## config.mk

```make
export PLATFORM = sky130hd
export DESIGN_NAME = instr_fetch_ctrl
export DESIGN_NICKNAME = d
export VERILOG_FILES = /design/src/rtl/fetch_ctrl_pkg.sv /design/src/rtl/fetch_perf_counters.sv /design/src/rtl/instr_fetch_ctrl.sv
export SDC_FILE = /design/constraint.sdc
export NUM_CORES = 1
export LEC_CHECK = 0
export ABC_CLOCK_PERIOD_IN_PS = 1900
export BUFFER_PORTS_ARGS = -buffer_cell sky130_fd_sc_hd__buf_2
export CAP_MARGIN = 10
export CORE_MARGIN = 2
export CORE_UTILIZATION = 48
export CTS_BUF_LIST = sky130_fd_sc_hd__clkbuf_8
export DETAILED_ROUTE_END_ITERATION = 10
export PLACE_DENSITY = 0.82
export REMOVE_ABC_BUFFERS = 1
export SYNTH_ARGS = -nofsm -noshare
export SYNTH_HDL_FRONTEND = slang
export SYNTH_HIERARCHICAL = 1
export SYNTH_SLANG_ARGS = --single-unit
```

## constraint.sdc

```tcl
create_clock -name CLOCK -period 1.9 [get_ports CLOCK]
set_input_delay 0.19 -clock CLOCK [delete_from_list [all_inputs] [get_ports CLOCK]]
set_output_delay 0.19 -clock CLOCK [all_outputs]
set_load 0.05 [all_outputs]
```

## src/rtl/fetch_ctrl_pkg.sv

```systemverilog
// Shared types and constants for the instruction fetch sequencer.
package fetch_ctrl_pkg;

  localparam int unsigned XLEN = 32;
  localparam logic [XLEN-1:0] HALT_WORD_DEF = 32'hFFFF_FFFF;

  typedef enum logic [1:0] {
    S_RUN,
    S_HALT_PEND,
    S_HALTED,
    S_FAULT
  } fetch_state_e;

endpackage

```

## src/rtl/fetch_perf_counters.sv

```systemverilog
// Fetch performance counters: words captured and decode-stall cycles.
// Only exists when FETCH_PERF_EN is defined.
`ifdef FETCH_PERF_EN
module fetch_perf_counters
  import fetch_ctrl_pkg::*;
(
  input  logic            clk,
  input  logic            rst_n,
  input  logic            capture,
  input  logic            stall,
  output logic [XLEN-1:0] fetch_count,
  output logic [XLEN-1:0] stall_count
);

  always_ff @(posedge clk) begin
    if (!rst_n) begin
      fetch_count <= '0;
      stall_count <= '0;
    end else begin
      if (capture) fetch_count <= fetch_count + 32'd1;
      if (stall)   stall_count <= stall_count + 32'd1;
    end
  end

endmodule
`endif

```

## src/rtl/instr_fetch_ctrl.sv

```systemverilog
// Fetch sequencer: owns the PC, drives the instruction RAM, and hands words to decode.
// Optional perf counters are built when FETCH_PERF_EN is defined.
module instr_fetch_ctrl
  import fetch_ctrl_pkg::*;
#(
  parameter int unsigned     ADDR_W    = 9,
  parameter logic [XLEN-1:0] RESET_PC  = 32'h0000_0000,
  parameter logic [XLEN-1:0] HALT_WORD = HALT_WORD_DEF
) (
  input  logic              CLOCK,
  input  logic              RESET_N,
  output logic [ADDR_W-1:0] FETCH_ADDRESS,
  output logic              STOP,
  input  logic [XLEN-1:0]   RAM_DATA,
  output logic [XLEN-1:0]   INSTR,
  output logic [XLEN-1:0]   INSTR_PC,
  output logic              INSTR_VALID,
  input  logic              INSTR_READY,
  input  logic              REDIRECT_VALID,
  input  logic [XLEN-1:0]   REDIRECT_PC,
  output logic              HALTED,
  output logic              FAULT,
  output logic [XLEN-1:0]   FETCH_COUNT,
  output logic [XLEN-1:0]   STALL_COUNT
);

  fetch_state_e      state, state_next;
  logic [XLEN-1:0]   pc, instr_q, instr_pc_q, redirect_target;
  logic              instr_valid_q;
  logic [ADDR_W-1:0] last_addr;
  logic              slot_free, in_range, redirect, fetch;

  always_comb begin
    slot_free       = !instr_valid_q || INSTR_READY;
    in_range        = (pc[XLEN-1:ADDR_W+2] == '0);
    redirect        = REDIRECT_VALID && (state != S_HALTED);
    redirect_target = REDIRECT_PC & ~32'h3;
    fetch           = !redirect && (state == S_RUN) && slot_free && in_range;

    state_next    = state;
    STOP          = !fetch;
    // The RAM address only moves on an issued fetch so the frozen RAM sees a stable index.
    FETCH_ADDRESS = fetch ? pc[ADDR_W+1:2] : last_addr;

    if (redirect) begin
      state_next = S_RUN;
    end else begin
      case (state)
        S_RUN: begin
          if (fetch && (RAM_DATA == HALT_WORD)) state_next = S_HALT_PEND;
          else if (slot_free && !in_range)      state_next = S_FAULT;
        end
        S_HALT_PEND: begin
          if (instr_valid_q && INSTR_READY) state_next = S_HALTED;
        end
        default: ;
      endcase
    end
  end

  always_ff @(posedge CLOCK) begin
    if (!RESET_N) state <= S_RUN;
    else          state <= state_next;
  end

  always_ff @(posedge CLOCK) begin
    if (!RESET_N) begin
      pc            <= RESET_PC;
      instr_q       <= '0;
      instr_pc_q    <= '0;
      instr_valid_q <= 1'b0;
      last_addr     <= RESET_PC[ADDR_W+1:2];
    end else if (redirect) begin
      instr_valid_q <= 1'b0;
      pc            <= redirect_target;
    end else if (fetch) begin
      instr_q       <= RAM_DATA;
      instr_pc_q    <= pc;
      instr_valid_q <= 1'b1;
      pc            <= pc + 32'd4;
      last_addr     <= pc[ADDR_W+1:2];
    end else if (INSTR_READY) begin
      instr_valid_q <= 1'b0;
    end
  end

  assign INSTR       = instr_q;
  assign INSTR_PC    = instr_pc_q;
  assign INSTR_VALID = instr_valid_q;
  assign HALTED      = (state == S_HALTED);
  assign FAULT       = (state == S_FAULT);

`ifdef FETCH_PERF_EN
  fetch_perf_counters u_perf (
    .clk         (CLOCK),
    .rst_n       (RESET_N),
    .capture     (fetch),
    .stall       (instr_valid_q && !INSTR_READY),
    .fetch_count (FETCH_COUNT),
    .stall_count (STALL_COUNT)
  );
`else
  assign FETCH_COUNT = '0;
  assign STALL_COUNT = '0;
`endif

endmodule

```

Word level (Yosys, flattened, before mapping)

Cells that the tools add are included.

Output and inout port bits: 141
Bits of input ports: 68
Word-level logic and storage cells: 46
Register bits after elaboration: 108

Mux-type cells: 9
Eq/ne operators: 7
Bitwise gates (word level): 2
Reductions and logical operators: 20
Add/sub/neg operators: 1

Operators with widths:

| cell                                                  | count |
|---|---|
| 2-to-1 mux 32 bit                                     | 2 |
| adder 32 x 3 -> 32 bit, second input constant         | 1 |
| equality test 32 bit, second input constant           | 1 |
| zero test 21 bit                                      | 1 |
| 2-to-1 mux 9 bit                                      | 1 |
| logical AND 1 bit                                     | 7 |
| 2-to-1 mux 2 bit                                      | 3 |
| nonzero test 2 bit                                    | 3 |
| equality test 2 bit, second input constant            | 2 |
| zero test 1 bit                                       | 4 |
| inequality test 2 bit, second input constant          | 2 |
| one-hot mux 2 bit (2 select lines)                    | 1 |
| inequality test 3 x 1 -> 1 bit, second input constant | 1 |
| AND reduction 3 bit                                   | 1 |
| equality test 2 x 1 -> 1 bit, second input constant   | 1 |
| zero test 2 bit                                       | 1 |
| 2-to-1 mux 1 bit                                      | 2 |
| inverter 1 bit                                        | 2 |
| AND reduction 2 bit                                   | 1 |
| OR reduction 2 bit                                    | 1 |
| logical OR 1 bit                                      | 1 |

Depth between registers and ports, before layout

Gate-level depths: netlist of run 1.

Depth in word-level cells: 9
Depth in mapped cells: 8

Worst setup path after synthesis of run 1

Ideal clock, no wire load.

Kind: register -> output
Start point: register instr_valid_q, in the netlist INSTR_VALID
End point: output FETCH_ADDRESS[0]
Slack: -0.174 ns
Cell stages (with the launch flop): 8
Arrival time: 1.884 ns
Path through: dfxtp_1 -> nand2b_1 -> nand4b_4 -> nor2_2 -> inv_2 -> buf_1 -> nand2_1 -> nand2_1

Longest elaborated chain between the ends: 5

Ends and longest elaborated chain:

| what                            | RTL line               | RTL |
|---|---|---|
| start, declared                 | instr_fetch_ctrl.sv:29 | `logic instr_valid_q;` |
| start signal, assigned          | instr_fetch_ctrl.sv:71 | `instr_valid_q <= 1'b0;` |
| start signal, assigned          | instr_fetch_ctrl.sv:74 | `instr_valid_q <= 1'b0;` |
| start signal, assigned          | instr_fetch_ctrl.sv:79 | `instr_valid_q <= 1'b1;` |
| zero test 1 bit                 | instr_fetch_ctrl.sv:34 | `slot_free = !instr_valid_q \|\| INSTR_READY;` |
| logical OR 1 bit                | instr_fetch_ctrl.sv:34 |  |
| logical AND 1 bit (2 in series) | instr_fetch_ctrl.sv:38 | `fetch = !redirect && (state == S_RUN) && slot_free && in_range;` |
| 2-to-1 mux 9 bit                | n/a                    |  |
| end, declared                   | instr_fetch_ctrl.sv:12 | `output logic [ADDR_W-1:0] FETCH_ADDRESS,` |

No other way between the ends.

Worst setup path in the final report of run 1

Start point: register state[1]
End point: output FETCH_ADDRESS[6]

Longest elaborated chain between the ends: 7
Elaborated cells on any way between the ends: 8
Classes of those cells: eq/ne: 1; mux: 1; reduce/logical: 6

Ends and longest elaborated chain:

| what                              | RTL line               | RTL |
|---|---|---|
| start, declared                   | instr_fetch_ctrl.sv:27 | `fetch_state_e state, state_next;` |
| start signal, assigned            | instr_fetch_ctrl.sv:63 | `else state <= state_next;` |
| inequality test 2 bit             | instr_fetch_ctrl.sv:36 | `redirect = REDIRECT_VALID && (state != S_HALTED);` |
| logical AND 1 bit                 | instr_fetch_ctrl.sv:36 |  |
| zero test 1 bit                   | instr_fetch_ctrl.sv:38 |  |
| logical AND 1 bit * (3 in series) | instr_fetch_ctrl.sv:38 |  |
| 2-to-1 mux 9 bit *                | n/a                    |  |

Mark *: on every way between the ends. The rest lies on a longest branch, timed or not.

==> results of run 1 <==
where the power goes:
group	leakage, nW	switching, mW	internal (mW)
Sequential	0.844	0.0566	2.24
Combinational	1.64	0.577	0.199
Clock	0.104	0.852	0.529
sequential cells by signal, indices dropped and copies added, names as in the netlist:
register and cells:
INSTR 32, INSTR_PC 30, pc 30, last_addr 9, state 2, INSTR_VALID 1
cells in the final DEF, fill, tap and decap left out, types with 7 or more instances in the layout:
master      n
buf_2     131
a21oi_1    67
and3_1     23
nand2_1   142
conb_1     66
clkbuf_8    9
buf_6       8
nand2_2     7
dfxtp_1   102
buf_4      15
o21ai_0     9
worst max path at each step:
stage                     cells after the start                to  slack (ps)
after floorplan                               6  FETCH_ADDRESS[0]       -1430
after global placement                        7  FETCH_ADDRESS[8]         110
after detailed placement                      7  FETCH_ADDRESS[7]          50
after CTS                                     8  FETCH_ADDRESS[6]        -280
after global routing                          8  FETCH_ADDRESS[1]        -360
final                                         8  FETCH_ADDRESS[6]        -250
stage by stage:
stage | instance area, um^2 | hold slack (ps) | cells
final | 5430 | 40.2 | 781
after global routing | 5430 | 31.5 | 781
after CTS | 5380 | 17.7 | 780
after detailed placement | 4990 | 437 | 757
after global placement | 4990 | 435 | 757
after floorplan | 3990 | 308 | 493
final cells by class:
| type | count | area share [%] |
|---|---|---|
| Clock buffer | 9 | 2.28 |
| Inverter | 6 | 0.507 |
| Tap cell | 108 | 2.49 |
| Multi-Input combinational cell | 383 | 35.7 |
| Timing Repair Buffer | 164 | 19.1 |
| Sequential cell | 104 | 38.4 |
| Clock inverter | 7 | 1.50 |
logic make-up after synthesis:
group                    after synthesis  share of synthesized area (%)
buffers and inverters                102                           15.2
other                                  1                         0.0854
adder cells (fa/ha/maj)                1                          0.285
AND/OR/NAND/NOR                      213                           23.5
flip-flops                           104                           47.4
XOR/XNOR                               4                          0.798
AO/OA/AOI/OAI                         99                           12.7
per-layer routing:
| layer | share of wire, % | wire length (um) |
|---|---|---|
| met1 | 42 | 4270 |
| met5 | 0 | 0 |
| met2 | 50 | 5110 |
| met4 | 1.0 | 104 |
| met3 | 7.0 | 718 |
worst max-delay path: stages, from the launching register on:
cell	delay (ps)
dfxtp_2	360
nor4_4	360
nand4b_4	160
nor2_4	150
buf_6	130
buf_6	130
nand2_4	70
nand2_2	90
buf_8	140
timing repair:
item / CTS / global route
endpoints found under the setup margin: 10 / 38
pin swaps: 7 / 3
hold endpoints to repair: 0 / 0
cloned: 0 / 1
gates resized for setup: 45 / 10
setup buffers: 7 / 0
==> results list, run 1 <==
- Gate Count Post-Synth: 524
- Clock skew on the completed layout was measured at 13.9 ps.
- The worst setup path is captured at an output port.
* Remaining number of nets flagged by the antenna check after routing: 0
* Critical Path RT: 1710 ps
- In the post-route analysis, the smallest setup slack over all paths is -254 ps.
- After layout, the minimum clock period comes to 2150 ps.
- Number of enable flip-flop cells after synthesis: 0
- Element type at the critical path start: register
- The first routing iteration left 185 violations.
* Reg2reg setup slack: -20 ps
- The sequential cells in the finished layout cover a total of 0.00208 mm^2.
- Worst voltage drop across the vdd grid: about 480 uV
* PortBufs: 140
- Crit share post-route: 113%
* Clock-pin transition on the worst setup and hold timing paths: between 100 and 150 ps
- Leakage Power: 2.58 nW
* Number of global-route vias before repair: 3380
- For this run, the total global-route usage over all layers was measured as 20.0%.
- The worst hold path begins at REDIRECT_PC[18].
- The final layout contains 737 nets.
* Number of ports placed on the die boundary: 209
- Worst Hold Class: input port to register
- The clock passes through at most 2 buffers.
- After detailed routing, the number of vias per cell comes to 4.82.
- Across all layers, the routed design uses 3761 vias.
- Data arrival time of the critical path: 1960 ps
- The floorplan step defined a die boundary enclosing 0.00993 mm^2.
- The H-tree was split into 3 levels.
- Count of filler cells inserted in the layout: 773
- After detailed routing, the total wire length is between 10 and 15 mm.
- Routability-driven placement finished with a final weighted congestion of 0.773.
* Worst Path Class, Setup: register to output port
- Vertical extent of the die: 99.6 um
- The commonest cells after synthesis are nand2_1, dfxtp_1, buf_4.
* Later-pin clock latency in the skew report: 370 ps
- Setup violations remaining at the end of the flow were counted as 11.
- Global-route met2 utilization: 33.6%
* Synth top area share: ~47%
- Worst hold path depth: 3
- Count of cells along the worst register-to-register path: 9
- Total of max-cap violations: 0
- Summed over all failing endpoints, the final setup total negative slack is -2220 ps.
- Top cell type by total area after synthesis: dfxtp_1
* Avg Synthesized Cell Area: approximately 8.4 um^2
- Initial antenna violation count: 0
* Final count of hold timing violations: 0
- DRT Pass-1 Iters: 5
- Entering global routing, the biggest net connects 65 pins.
- Core utilization of the finished layout: between 60% and 70%
- Number of buffers created by CTS: 9
* CTS tree: done
- Clock tree synthesis found a total of between 100 and 150 sinks.
- In the final routed layout, each cell accounts on average for 13.1 um.
* Register area share after synthesis: a little under half
* Largest cells by area after synthesis: dfxtp_1, nand2_1, buf_4
* Layer carrying the most global-route usage: met2
- Synth Register Bits: 104
- Of all nets on the critical path, the largest fanout is 4.
* Worst R2R Start: state[1]$_SDFFE_PP0P_
* Worst slack at placement: 47.9 ps
* Worst slew pin tran: 552 ps
* Power per cell area: 821 mW/mm^2
* Routing usage on met3: 4.29%
- The first global-routing pass estimated 15.8 mm of wire.
- Global-route track usage on met1: 24.8%
- The path with the worst hold slack has its endpoint at pc[18]$_SDFFE_PN0P_.
- Buffer cell driving the clock tree root: clkbuf_8
* DRC violation count after routing: 0
- R2R Path End: pc[4]$_SDFFE_PN0P_
- Area growth from synthesis to final layout: 23.7%
* Congestion Overflow GR: 0
* Count of warnings emitted by yosys: 6
- Combined area of all synthesized cells: roughly 0.0044 mm^2
- Tot Pwr: 4.46 mW
- Status: finished with violations
* Setup crit start: state[1]$_SDFFE_PP0P_
- The checks that failed: setup timing.
* Distinct cell type count after synthesis: 42
- Ys async rst share: 0%
* Most common cell in the netlist: nand2_1
- Post-synth top flop: dfxtp_1
- Once detailed placement completed, the half-perimeter wirelength came to 7.17 mm.
- The repair_antennas step left the layout with diodes totalling 0.
* Fraction of final layout cells with drive strength greater than 1: 30.6%
* Fin. max-slew vios: 0
- Once the floorplan was initialized, standard cells occupied 49.8% of the core.
- Setup repair after global routing could not meet its margin everywhere.
- For this design, the CTS-stage hold fixing added 0 buffers.
* Area of combinational cells with multiple inputs: 0.00194 mm^2
- Based on the critical path, the design can be clocked at up to 0.464 GHz.
* # rows: 34
- Measured against its own limit, the worst slew margin works out to 63.1%.
* Total core area: a little under 0.009 mm^2
* Die X: ~100 um
No activity file was read; power rests on OpenSTA's default activity.
==> inputs of run 2 (changes only) <==
--- a/config.mk
+++ b/config.mk
@@ -5,6 +5,7 @@
 export SDC_FILE = /design/constraint.sdc
 export NUM_CORES = 1
 export LEC_CHECK = 0
+export ABC_AREA = 1
 export ABC_CLOCK_PERIOD_IN_PS = 1900
 export BUFFER_PORTS_ARGS = -buffer_cell sky130_fd_sc_hd__buf_2
 export CAP_MARGIN = 10
==> run 2 against run 1 <==
The flow still finishes with violations (setup timing). Via count up 9.7%. Sequential share of layout area shrank 1.8 points. Critical path depth grew 2. Cell area is 5.1% higher. Utilization grew 0.99 points. Clock skew increased by 6.0 ps. Largest power group unchanged.
==> results list, run 2 <==
- The cell count after synthesis came out at a little under 600.
- A synthesized cell averages about 7.5 um^2.
- Global routing used between 20% and 30% of the available tracks.
* Core utilization of the finished layout: 62.7%
* Number of buffers created by CTS: 9
* Largest net degree at the start of global routing: 44
- Leaving out fill and tap cells, the most frequent cell in the layout is buf_2.
- Based on the critical path, the design can be clocked at up to 0.497 GHz.
- Worst voltage drop across the vdd grid: 384 uV
* Shortest period the worst path allows: 2010 ps
* Worst Hold Class: input port to register
* Distinct cell type count after synthesis: 29
* Ys async rst share: 0%
- Final setup violation count: 9
- Top delay family on crit path: buffers and inverters
- Critical Path RT: approximately 1700 ps
- Number of ports placed on the die boundary: 209
- Die X: between 100 and 150 um
- Vertical extent of the die: 100 um
- Post-detail-place hpwl: 7.33 mm
- Final net count: 819
- Summed over its instances, the top area cell type makes up 47.0% of the synthesized netlist area.
- Critical path buffers and inverters: 4
* Largest clock skew in the final design: ~20 ps
- The cell area that synthesis handed to floorplanning was 0.00443 mm^2.
- STA classifies the critical path endpoint as an output port.
- The Yosys step of the flow raised 6 warnings.
- Element type at the critical path start: register
- In the post-synthesis netlist, the cell with the most instances is nor2_1.
- Hold Worst Slack: 47.6 ps
- Compared with the post-synthesis result, the final layout area differs by 29.0%.
- DRC violation count after routing: 0
- Sequential elements use 47.0% of the synthesized area.
* Later-pin clock latency in the skew report: 370 ps
* Unrepaired setup endpoints after global routing: yes
- Most used standard cells in the synthesized netlist: nor2_1, nand2_1, dfxtp_1
- Top cell type by total area after synthesis: dfxtp_1
- Via count: slightly above 4k
* Quantity of hold-fixing buffers added after cts: 0
- Slowest stage cell, crit path: dfxtp_2
* Worst Path Class, Setup: register to output port
* Fraction of final layout cells with drive strength greater than 1: a little under a third
- Buffer cell driving the clock tree root: clkbuf_8
- In this run the core area contains 35 standard-cell rows.
- Largest cells by area after synthesis: dfxtp_1, nor2_1, buf_4
- Number of flip-flops under the largest register name: 32
- Post-synth top flop: dfxtp_1
* Crit share post-route: 106%
- The number of pins with negative max-slew slack in the final report is 0.
* Congestion Overflow GR: 0
* Aggregate routed wire length: 11.1 mm
- Power per cell area: 813 mW/mm^2
- Number of global-route vias before repair: 3765
- Data arrival time of the critical path: roughly 1800 ps
- In the post-route analysis, the smallest setup slack over all paths is -111 ps.
* Wire length of the first global-routing pass: 17.2 mm
- The checks that failed: setup timing.
- The run finished, with violations left.
- After detailed routing, the number of vias per cell comes to ~4.8.
* DRT Pass-1 Iters: 5
- CTS tree: done
- Number of enable flip-flop cells after synthesis: 0
- Count of filler cells inserted in the layout: 796
- Number of antenna diodes: 0
* Drt first-iter violations: 157
* Cell-by-cell listing of the critical path: nor2_2 -> nand2_1 -> nor2_2 -> nand3_2 -> nor2_4 -> buf_12 -> buf_12 -> buf_12 -> o21ai_2 -> buf_6
* Initial antenna violation count: 0
- Clock-pin transition on the worst setup and hold timing paths: 110 ps
- Across the run, the number of max-cap violations was 0.
- PortBufs: 140
- The cell that appears most often on the critical path is buf_12.
- On the worst path, the slowest cell contributes a delay of 340 ps.
* Commonest non-fill, non-tap cells in the layout: buf_2, nor2_1, nand2_1
- Final count of hold timing violations: 0
- Leakage Power: roughly 2.9 nW
* H-tree depth reported by CTS: 3
- Final routed wire length divided by cell count: 12.8 um
- Along the worst path, the maximum fanout reaches 8.
- Tot Pwr: 4.64 mW
* Clock sink total: 104
- Synth Register Bits: 104
* Accumulated negative setup slack: -804 ps
- Routability-driven placement congestion ratio: just over 0.8
- Initial core utilization: 48.6%
- Area enclosed by the die boundary: 0.0100 mm^2
- The clock passes through at most 2 buffers.
* Total core area: 0.00911 mm^2
- In this run the remaining antenna-violating nets after routing total 0.
-- run 2: path summary, 6_finish.rpt --
check,startpoint,end,slack (ps),cells past startpoint
worst max-delay path,pc[22]$_SDFFE_PN0P_,FETCH_ADDRESS[4],-110,10
worst max register to register,pc[22]$_SDFFE_PN0P_,last_addr[7]$_SDFFE_PN0P_,170,13
worst min register to register,INSTR_PC[31]$_SDFFE_PN0P_,INSTR_PC[31]$_SDFFE_PN0P_,440,2
worst min-delay path,RAM_DATA[18],INSTR[18]$_SDFFE_PN0P_,50,3
-- run 2: cell type report --
cell class | count | area (um^2) | share of cell area (%)
flip-flops and latches | 104 | 2090 | 36.6
clock buffers | 9 | 124 | 2.17
repair buffers | 179 | 1200 | 21.0
well taps | 111 | 139 | 2.43
inverters | 34 | 130 | 2.28
multi-input cells | 422 | 1920 | 33.7
clock inverters | 7 | 101 | 1.78
-- run 2: repair_timing --
item                                    4_1_cts  5_1_grt
cloned                                        2        1
endpoints found under the setup margin       10       41
pin swaps                                     5        5
resized for setup                            43       15
setup buffers                                16        8
-- run 2: logic make-up (layout without fill, tap and decap cells) --
| kind of cell | count (synthesis) | in the layout | share of synthesized area, % |
|---|---|---|---|
| xor gates and xnor gates | 5 | 5 | 0.990 |
| AOI/OAI and AO/OA | 90 | 90 | 11.3 |
| adders and majority gates | 1 | 1 | 0.283 |
| and+or+nand+nor | 260 | 260 | 23.0 |
| other | 1 | 66 | 0.0847 |
| DFF | 104 | 104 | 47.0 |
| buffers and inverters | 129 | 229 | 17.3 |
-- run 2: report_power, final --
group / internal, mW / switching [mW]
Clock: 0.754 / 0.794
Sequential: 2.25 / 0.0561
Combinational: 0.190 / 0.596
Total: 3.20 / 1.45
-- run 2: routing by layer --
layer,track usage (%),vias to the layer above,share of wire (%)
li1,-,2036,-
met1,25.0,1901,40
met2,37.9,173,50
met3,6.89,17,8.3
met4,6.01,0,1.4
met5,0,-,0
-- run 2: worst register-to-register path: stages, from the launching register on --
cell and delay (ps):
dfxtp_2 340, nor2_2 100, nand2_1 60, nor2_2 130, nand3_2 110, nor2_4 120, buf_12 140, buf_6 150
buf_6 110, o21ai_4 50, buf_4 130, buf_4 130, inv_2 50, nor2_1 30
-- run 2: through the flow --
step | cell area (um^2) | setup slack [ps] | cells
after floorplan | 4030 | -919 | 560
after CTS | 5570 | -172 | 858
after detailed placement | 5010 | 68.6 | 824
after global routing | 5710 | -228 | 866
after global placement | 5010 | 109 | 824
final | 5710 | -111 | 866
